### src/rtl/unidade_controle.sv
// Multicycle control unit for the RV64 subset datapath (ld, sd, add, sub, addi, ebreak).
// Fetches from MemoriaInstrucao and sequences the register-file, ULA and data-memory controls.
module unidade_controle #(
  parameter int PC_W     = 5,
  parameter int XLEN     = 64,
  parameter int START_PC = 0
) (
  input  logic            clk,
  input  logic            reset,
  input  logic            start,
  input  logic [31:0]     instr,
  output logic [PC_W-1:0] endr,
  output logic [4:0]      Ra,
  output logic [4:0]      Rb,
  output logic [4:0]      Rw,
  output logic            WeR,
  output logic            WeM,
  output logic            sel_dinR,
  output logic            soma_ou_subtrai,
  output logic            subtraindo,
  output logic [1:0]      escolhe_entrada1,
  output logic [1:0]      escolhe_entrada2,
  output logic [XLEN-1:0] constante,
  output logic            busy,
  output logic            halted,
  output logic            erro,
  output logic [2:0]      state_dbg
);

  // start is a level request sampled on posedge; it is accepted only in IDLE or HALT
  // and ignored while busy. instr is the synchronous memory output for the previous endr.

  typedef enum logic [2:0] {
    S_IDLE   = 3'd0,
    S_FETCH  = 3'd1,
    S_DECODE = 3'd2,
    S_EXEC   = 3'd3,
    S_MEM    = 3'd4,
    S_WB     = 3'd5,
    S_HALT   = 3'd6
  } state_t;

  typedef enum logic [2:0] {
    OP_ADD     = 3'd0,
    OP_SUB     = 3'd1,
    OP_ADDI    = 3'd2,
    OP_LD      = 3'd3,
    OP_SD      = 3'd4,
    OP_EBREAK  = 3'd5,
    OP_ILLEGAL = 3'd6
  } op_t;

  localparam logic [6:0]  OPC_R      = 7'b0110011;
  localparam logic [6:0]  OPC_I      = 7'b0010011;
  localparam logic [6:0]  OPC_LD     = 7'b0000011;
  localparam logic [6:0]  OPC_SD     = 7'b0100011;
  localparam logic [31:0] EBREAK_W   = 32'h0010_0073;
  localparam logic [1:0]  SEL_A      = 2'd1;
  localparam logic [1:0]  SEL_B      = 2'd0;
  localparam logic [1:0]  SEL_C      = 2'd2;
  localparam logic [PC_W-1:0] PC0    = PC_W'(START_PC);

  state_t          state, state_nxt;
  op_t             op_q, dec_op;
  logic [PC_W-1:0] pc;
  logic [31:15]    ir_hi;
  logic [11:7]     ir_lo;
  logic            erro_q;
  logic            launch, retire, in_op;
  logic [4:0]      rd, rs1, rs2;
  logic [XLEN-1:0] imm_i, imm_s;

  function automatic op_t decode(input logic [31:0] w);
    op_t op;
    op = OP_ILLEGAL;
    if (w == EBREAK_W) begin
      op = OP_EBREAK;
    end else begin
      case (w[6:0])
        OPC_R: begin
          if (w[14:12] == 3'b000) begin
            if (w[31:25] == 7'b0000000)      op = OP_ADD;
            else if (w[31:25] == 7'b0100000) op = OP_SUB;
          end
        end
        OPC_I:   if (w[14:12] == 3'b000) op = OP_ADDI;
        OPC_LD:  if (w[14:12] == 3'b011) op = OP_LD;
        OPC_SD:  if (w[14:12] == 3'b011) op = OP_SD;
        default: op = OP_ILLEGAL;
      endcase
    end
    return op;
  endfunction

  assign dec_op = decode(instr);
  assign launch = start && ((state == S_IDLE) || (state == S_HALT));
  // pc advances when the instruction leaves its last cycle: WB, or MEM for a store
  assign retire = (state == S_WB) || ((state == S_MEM) && (op_q == OP_SD));
  assign in_op  = (state == S_EXEC) || (state == S_MEM) || (state == S_WB);

  assign rd    = ir_lo[11:7];
  assign rs1   = ir_hi[19:15];
  assign rs2   = ir_hi[24:20];
  assign imm_i = {{(XLEN-12){ir_hi[31]}}, ir_hi[31:20]};
  assign imm_s = {{(XLEN-12){ir_hi[31]}}, ir_hi[31:25], ir_lo[11:7]};

  always_ff @(posedge clk or posedge reset) begin
    if (reset) begin
      state  <= S_IDLE;
      pc     <= PC0;
      ir_hi  <= '0;
      ir_lo  <= '0;
      op_q   <= OP_ILLEGAL;
      erro_q <= 1'b0;
    end else begin
      state <= state_nxt;
      if (launch) begin
        pc     <= PC0;
        erro_q <= 1'b0;
      end else if (retire) begin
        pc <= pc + 1'b1;
      end
      if (state == S_DECODE) begin
        ir_hi <= instr[31:15];
        ir_lo <= instr[11:7];
        op_q  <= dec_op;
        if (dec_op == OP_ILLEGAL) erro_q <= 1'b1;
      end
    end
  end

  always_comb begin
    state_nxt        = state;
    Ra               = 5'd0;
    Rb               = 5'd0;
    Rw               = 5'd0;
    WeR              = 1'b0;
    WeM              = 1'b0;
    sel_dinR         = 1'b0;
    subtraindo       = 1'b0;
    escolhe_entrada1 = SEL_B;
    escolhe_entrada2 = SEL_B;
    constante        = '0;

    case (state)
      S_IDLE, S_HALT: if (start) state_nxt = S_FETCH;
      S_FETCH:  state_nxt = S_DECODE;
      S_DECODE: state_nxt = ((dec_op == OP_EBREAK) || (dec_op == OP_ILLEGAL)) ? S_HALT : S_EXEC;
      S_EXEC:   state_nxt = ((op_q == OP_LD) || (op_q == OP_SD)) ? S_MEM : S_WB;
      S_MEM:    state_nxt = (op_q == OP_LD) ? S_WB : S_FETCH;
      S_WB:     state_nxt = S_FETCH;
      default:  state_nxt = S_IDLE;
    endcase

    // Controls are a pure function of the latched instruction, so they stay constant EXEC..WB
    if (in_op) begin
      case (op_q)
        OP_ADD, OP_SUB: begin
          Ra               = rs1;
          Rb               = rs2;
          escolhe_entrada1 = SEL_A;
          escolhe_entrada2 = SEL_B;
          subtraindo       = (op_q == OP_SUB);
        end
        OP_ADDI: begin
          Rb               = rs1;
          escolhe_entrada1 = SEL_B;
          escolhe_entrada2 = SEL_C;
          constante        = imm_i;
        end
        OP_LD: begin
          Rb               = rs1;
          escolhe_entrada1 = SEL_C;
          escolhe_entrada2 = SEL_B;
          constante        = imm_i;
          sel_dinR         = 1'b1;
        end
        OP_SD: begin
          Rb               = rs1;
          Ra               = rs2;
          escolhe_entrada1 = SEL_B;
          escolhe_entrada2 = SEL_C;
          constante        = imm_s;
        end
        default: ;
      endcase
      if (op_q != OP_SD) Rw = rd;
    end

    if ((state == S_WB) && (rd != 5'd0))   WeR = 1'b1;
    if ((state == S_MEM) && (op_q == OP_SD)) WeM = 1'b1;
  end

  assign endr            = pc;
  assign busy            = in_op || (state == S_FETCH) || (state == S_DECODE);
  assign soma_ou_subtrai = busy;
  assign halted          = (state == S_HALT);
  assign erro            = erro_q;
  assign state_dbg       = state;

endmodule

### config.mk
export PLATFORM = sky130hd
export DESIGN_NAME = unidade_controle
export DESIGN_NICKNAME = d
export VERILOG_FILES = /design/src/rtl/unidade_controle.sv
export SDC_FILE = /design/constraint.sdc
export NUM_CORES = 1
export LEC_CHECK = 0
export ABC_CLOCK_PERIOD_IN_PS = 7800
export CAP_MARGIN = 15
export CORE_MARGIN = 2
export CORE_UTILIZATION = 43
export DETAILED_ROUTE_END_ITERATION = 8
export HOLD_SLACK_MARGIN = 0.06
export PLACE_DENSITY = 0.92
export SYNTH_ARGS = -nofsm -noshare
export SYNTH_HDL_FRONTEND = slang
export SYNTH_SLANG_ARGS = --single-unit
### constraint.sdc
create_clock -name clk -period 7.8 [get_ports clk]
set_input_delay 1.56 -clock clk [delete_from_list [all_inputs] [get_ports clk]]
set_output_delay 1.56 -clock clk [all_outputs]
set_load 0.005 [all_outputs]
Word level (Yosys, flattened, before mapping) --
Index checks and enable logic that the tools add are counted.
Storage, ports and cells: output and inout bits 99, input port bits 35, word-level logic and storage cells 86, register bits after elaboration 34
Cells by class: multiplexer cells 36, equal/unequal tests 21, reductions and logical operators 22, $add $sub $neg 1
Operator list (count):
- one-hot mux 64 bit (2 select lines) | 1
- 2-to-1 mux 64 bit | 1
- equality test 32 x 21 -> 1 bit, second input constant | 1
- 2-to-1 mux 5 bit | 6
- 2-to-1 mux 3 bit | 9
- equality test 7 x 6 -> 1 bit, second input constant | 3
- one-hot mux 5 bit (2 select lines) | 2
- equality test 3 bit, second input constant | 6
- one-hot mux 3 bit (6 select lines) | 1
- equality test 3 x 2 -> 1 bit, second input constant | 5
- one-hot mux 3 bit (4 select lines) | 1
- 2-to-1 mux 1 bit | 10
- zero test 3 bit | 3
- logical OR 1 bit | 8
- 2-to-1 mux 2 bit | 4
- OR reduction 2 bit | 4
- equality test 7 x 2 -> 1 bit, second input constant | 1
- equality test 7 x 5 -> 1 bit, second input constant | 1
- zero test 7 bit | 1
- equality test 3 x 1 -> 1 bit, second input constant | 2
- adder 5 x 1 -> 5 bit, second input constant | 1
- nonzero test 5 bit | 1
- one-hot mux 2 bit (2 select lines) | 1
- logical AND 1 bit | 3
- other kinds (4) | 4

Depth between registers and ports, before layout --
word-level depth 10, mapped depth 7, depth with buffers taken out 5

Least setup slack after synthesis --
OpenSTA, ideal clock, no wires.
path kind register to output, from register op_q[2], to output port constante[12], data arrival time 2.613 ns, data required time 6.240 ns, buffers on the path 2, slack 3.627 ns, stages on the path, launching flop included 6, cell sequence dfstp_2 or3b_1 clkbuf_1 a21oi_1 and2_1 buf_4
Between the ends: longest elaborated chain between the ends 4, elaborated cells on any way between the ends 6, classes of those cells eq/ne (3); mux (2); reduce/logical (1)
RTL lines:
- start: declaration | RTL line 64 | op_t op_q, dec_op;
- start signal: assignment | RTL line 126 | op_q <= dec_op;
- equality test 3 x 2 -> 1 bit | RTL line 157 | case (op_q)
- OR reduction 2 bit (no line)
- one-hot mux 64 bit (2 select lines) (*) | RTL line 157
- 2-to-1 mux 64 bit (*) | RTL line 156 | if (in_op) begin
- end: declaration | RTL line 23 | output logic [XLEN-1:0] constante,
Mark *: on every way between the ends. The rest lies on a longest branch, timed or not.

Worst setup path in the final report --
from register state[2] (netlist: state_dbg[2]), to output port constante[37]
Between the ends: longest elaborated chain between the ends 4, elaborated cells on any way between the ends 6, classes of those cells eq/ne (3); mux (1); reduce/logical (2)
RTL lines:
- start: declaration | RTL line 63 | state_t state, state_nxt;
- start signal: assignment | RTL line 116 | state <= state_nxt;
- equality test 3 x 2 -> 1 bit or equality test 3 bit (tied branches) | RTL line 99 | assign in_op = (state == S_EXEC) || (state == S_MEM) || (state == S_WB);
- logical OR 1 bit | RTL line 99
- logical OR 1 bit (*) | RTL line 99
- 2-to-1 mux 64 bit (*) | RTL line 156
Marks and branches as above.

==> flow_summary.ini <==
[timing]
rsz0062_at_grt = no
relSlewSlack = 0.300
setup_violations = 0
fin_crit_ns = 4.70
tightest_slew_ns = 1.05
fmax_mhz = 213
fin_setup_tns_ns = 0
period_share = 0.602
hold_viol = 0
fin_skew_ns = 0.00206
drv_slew = 0
holdWs_ns = 0.494

[cts]
cts_tree = yes
post_cts_buffers = 0
root_buffer = clkbuf_8
clock_path_buffers = 2
cts_buffers = 5
cts_sinks = 34
path_clk_slew_ns = 0.07
htree_levels = 2
ctsHoldBuffers = 0
postCtsResizedCells = 0
clkLatencyLatePin_ns = 0.29

[critical_path]
required_ns = 6.24
r2r_cells = 5
cp_max_fo = 53
rr_endpoint = endr[3]
critical_path.endpoint = constante[37]
critPathLaunch = state_dbg[2]
r2r-start = op_q[2]
cp-start-kind = register
worst_ep_arrival_time_ns = 3.14
critPathKind = register to output port
reg2reg_setup_slack_ns = 5.88
critPathCaptureType = output port

[placed_design]
place_congestion = 0.856
hpwlAfterDp_mm = 5.05
placed_cells_incl_taps = 424
portBuffers = 132
place_area_um2 = 3510

[global_routing]
antenna_found_initial = 0
grt_usage = 0.199
grt_max_degree = 54
grt_first_pass_wirelength_mm = 9.99
grt_overflow = 0
grt_pass1_vias = 2086

[route]
route.met3.wl_um = 557
drtIter0Drc = 165
routed.top_layer = met4
vias = 2281
wirelength_met1_mm = 2.70
firstDrtPassIters = 4
postRouteAntennaNets = 0
viasPerCell = 5.28
wl_per_cell_um = 15.1
drt-total-wl_mm = 6.51
route.detailed.drc = 0
dr_wl_met2_mm = 3.16

[synthesis]
synth-seq-cells = 34
syn-cell-area_um2 = 2540
syn-instance-count = 285
synth_nets = 321
yosysSeqAreaShare = 0.336
synth_ff_type = dfrtp_1
synth-edff-count = 0
avgSynthCellArea_um2 = 8.90
synth_cell_types = 53
synthArstFlopShare = 1.00
yosys_warnings = 0

[pwr]
leakagePower_nw = 1.41
pwr_density_cell_nw_per_um2 = 337
ir_drop_mv = 0.215
fin_total_pwr_mw = 1.22

[floorplan]
die_h_um = 80.8
start_util = 0.452
rows = 27
die_area_um2 = 6530
core_region_area_um2 = 5610
die_w_um = 80.8
ios = 134

[job]
maxCapViolations = 0

[cells_and_area]
area_growth_syn_to_layout_pct = 42.8
fin_cells = 432
nFillCells = 472
final_design_area_no_fill_um2 = 3620
diodes = 0
nets = 395
drive_gt1_frac = 0.131

[min_path]
hp-start = ir_hi[30]
hold_path.class = register to register

[status]
status = completed
layout by cell type (no fill, tap or decap), types with 5 or more instances in the layout:
cell type	count
dfrtp_1	32
nand3_1	6
o21ai_0	6
and3_1	6
mux2_2	21
nor2_1	19
clkbuf_8	8
a21oi_1	14
inv_1	5
clkdlybuf4s50_1	132
and2_1	8
a211oi_1	7
nand2_1	32
report_power, final:
group          internal (mW)  switching, mW  total, mW
registers              0.265          0.104      0.369
logic                  0.413          0.287      0.700
clock network         0.0891         0.0637      0.153
metrics by stage:
stage,utilization,worst slack [ns]
after detailed placement,0.626,3.44
after CTS,0.646,3.10
final,0.646,3.10
after global placement,0.626,3.59
after floorplan,-,3.63
after global routing,0.646,2.79
layer usage:
| layer | GRT usage | up-vias |
|---|---|---|
| met1 | 0.255 | 1067 |
| met5 | 0 | - |
| met2 | 0.331 | 119 |
| met4 | 0.0847 | 0 |
| met3 | 0.0333 | 11 |
| li1 | - | 1084 |
cell families after synthesis:
kind of cell    Yosys count  synth area share
xor+xnor                  5            0.0173
fa+ha+maj                 1           0.00493
buf+inv                  73             0.188
flops                    34             0.336
simple gates            105             0.232
other cells               1           0.00148
mux                      23             0.101
compound gates           43             0.118
synth_stat cells (2+ instances only):
library cell	n	share of area
a21oi_1	14	0.028
nand2b_1	3	0.0074
nand3b_1	4	0.012
and3_1	6	0.015
o21ai_0	6	0.012
inv_1	5	0.0074
a31oi_1	2	0.0049
nand3_1	6	0.012
buf_4	54	0.16
a221oi_1	4	0.014
nor2b_1	4	0.0099
nor2_1	19	0.028
clkbuf_1	12	0.018
a211oi_1	7	0.021
nand4_1	3	0.0074
nor4_1	2	0.0049
dfstp_2	2	0.021
nand2_1	32	0.047
xor2_1	3	0.010
xnor2_1	2	0.0069
mux2_2	21	0.093
nor3_1	4	0.0079
and2_1	8	0.020
mux2i_1	2	0.0079
dfrtp_1	32	0.32
state kept, by name, summed over array words and instances (netlist names):
signal and cells:
ir_hi 17, endr 5, ir_lo 5, op_q 3, state_dbg 3, erro 1
layout make-up:
type	instances	area (um2)	area share
flip-flops and latches	34	853	0.236
clock buffers	8	110	0.0304
well taps	72	90.1	0.0249
multi-input cells	178	1210	0.333
inverters	5	18.8	0.00518
repair buffers	135	1340	0.371
worst min path at each step:
stage,to,slack (ns),depth (start not counted)
global route,ir_hi[30],0.52,2
detailed placement,ir_hi[30],0.48,2
finish,ir_hi[30],0.49,2
global placement,ir_hi[30],0.46,2
floorplan,ir_hi[30],0.44,2
CTS,ir_hi[30],0.50,2
worst max-delay path, stage by stage (launching register included):
cell and delay, ns:
dfrtp_1 0.46, and2b_1 0.25, a21oi_1 0.84, a21oi_1 0.27
and2_1 0.26, buf_4 0.26, clkdlybuf4s50_1 0.50
Power figures use the tool's default switching activity.
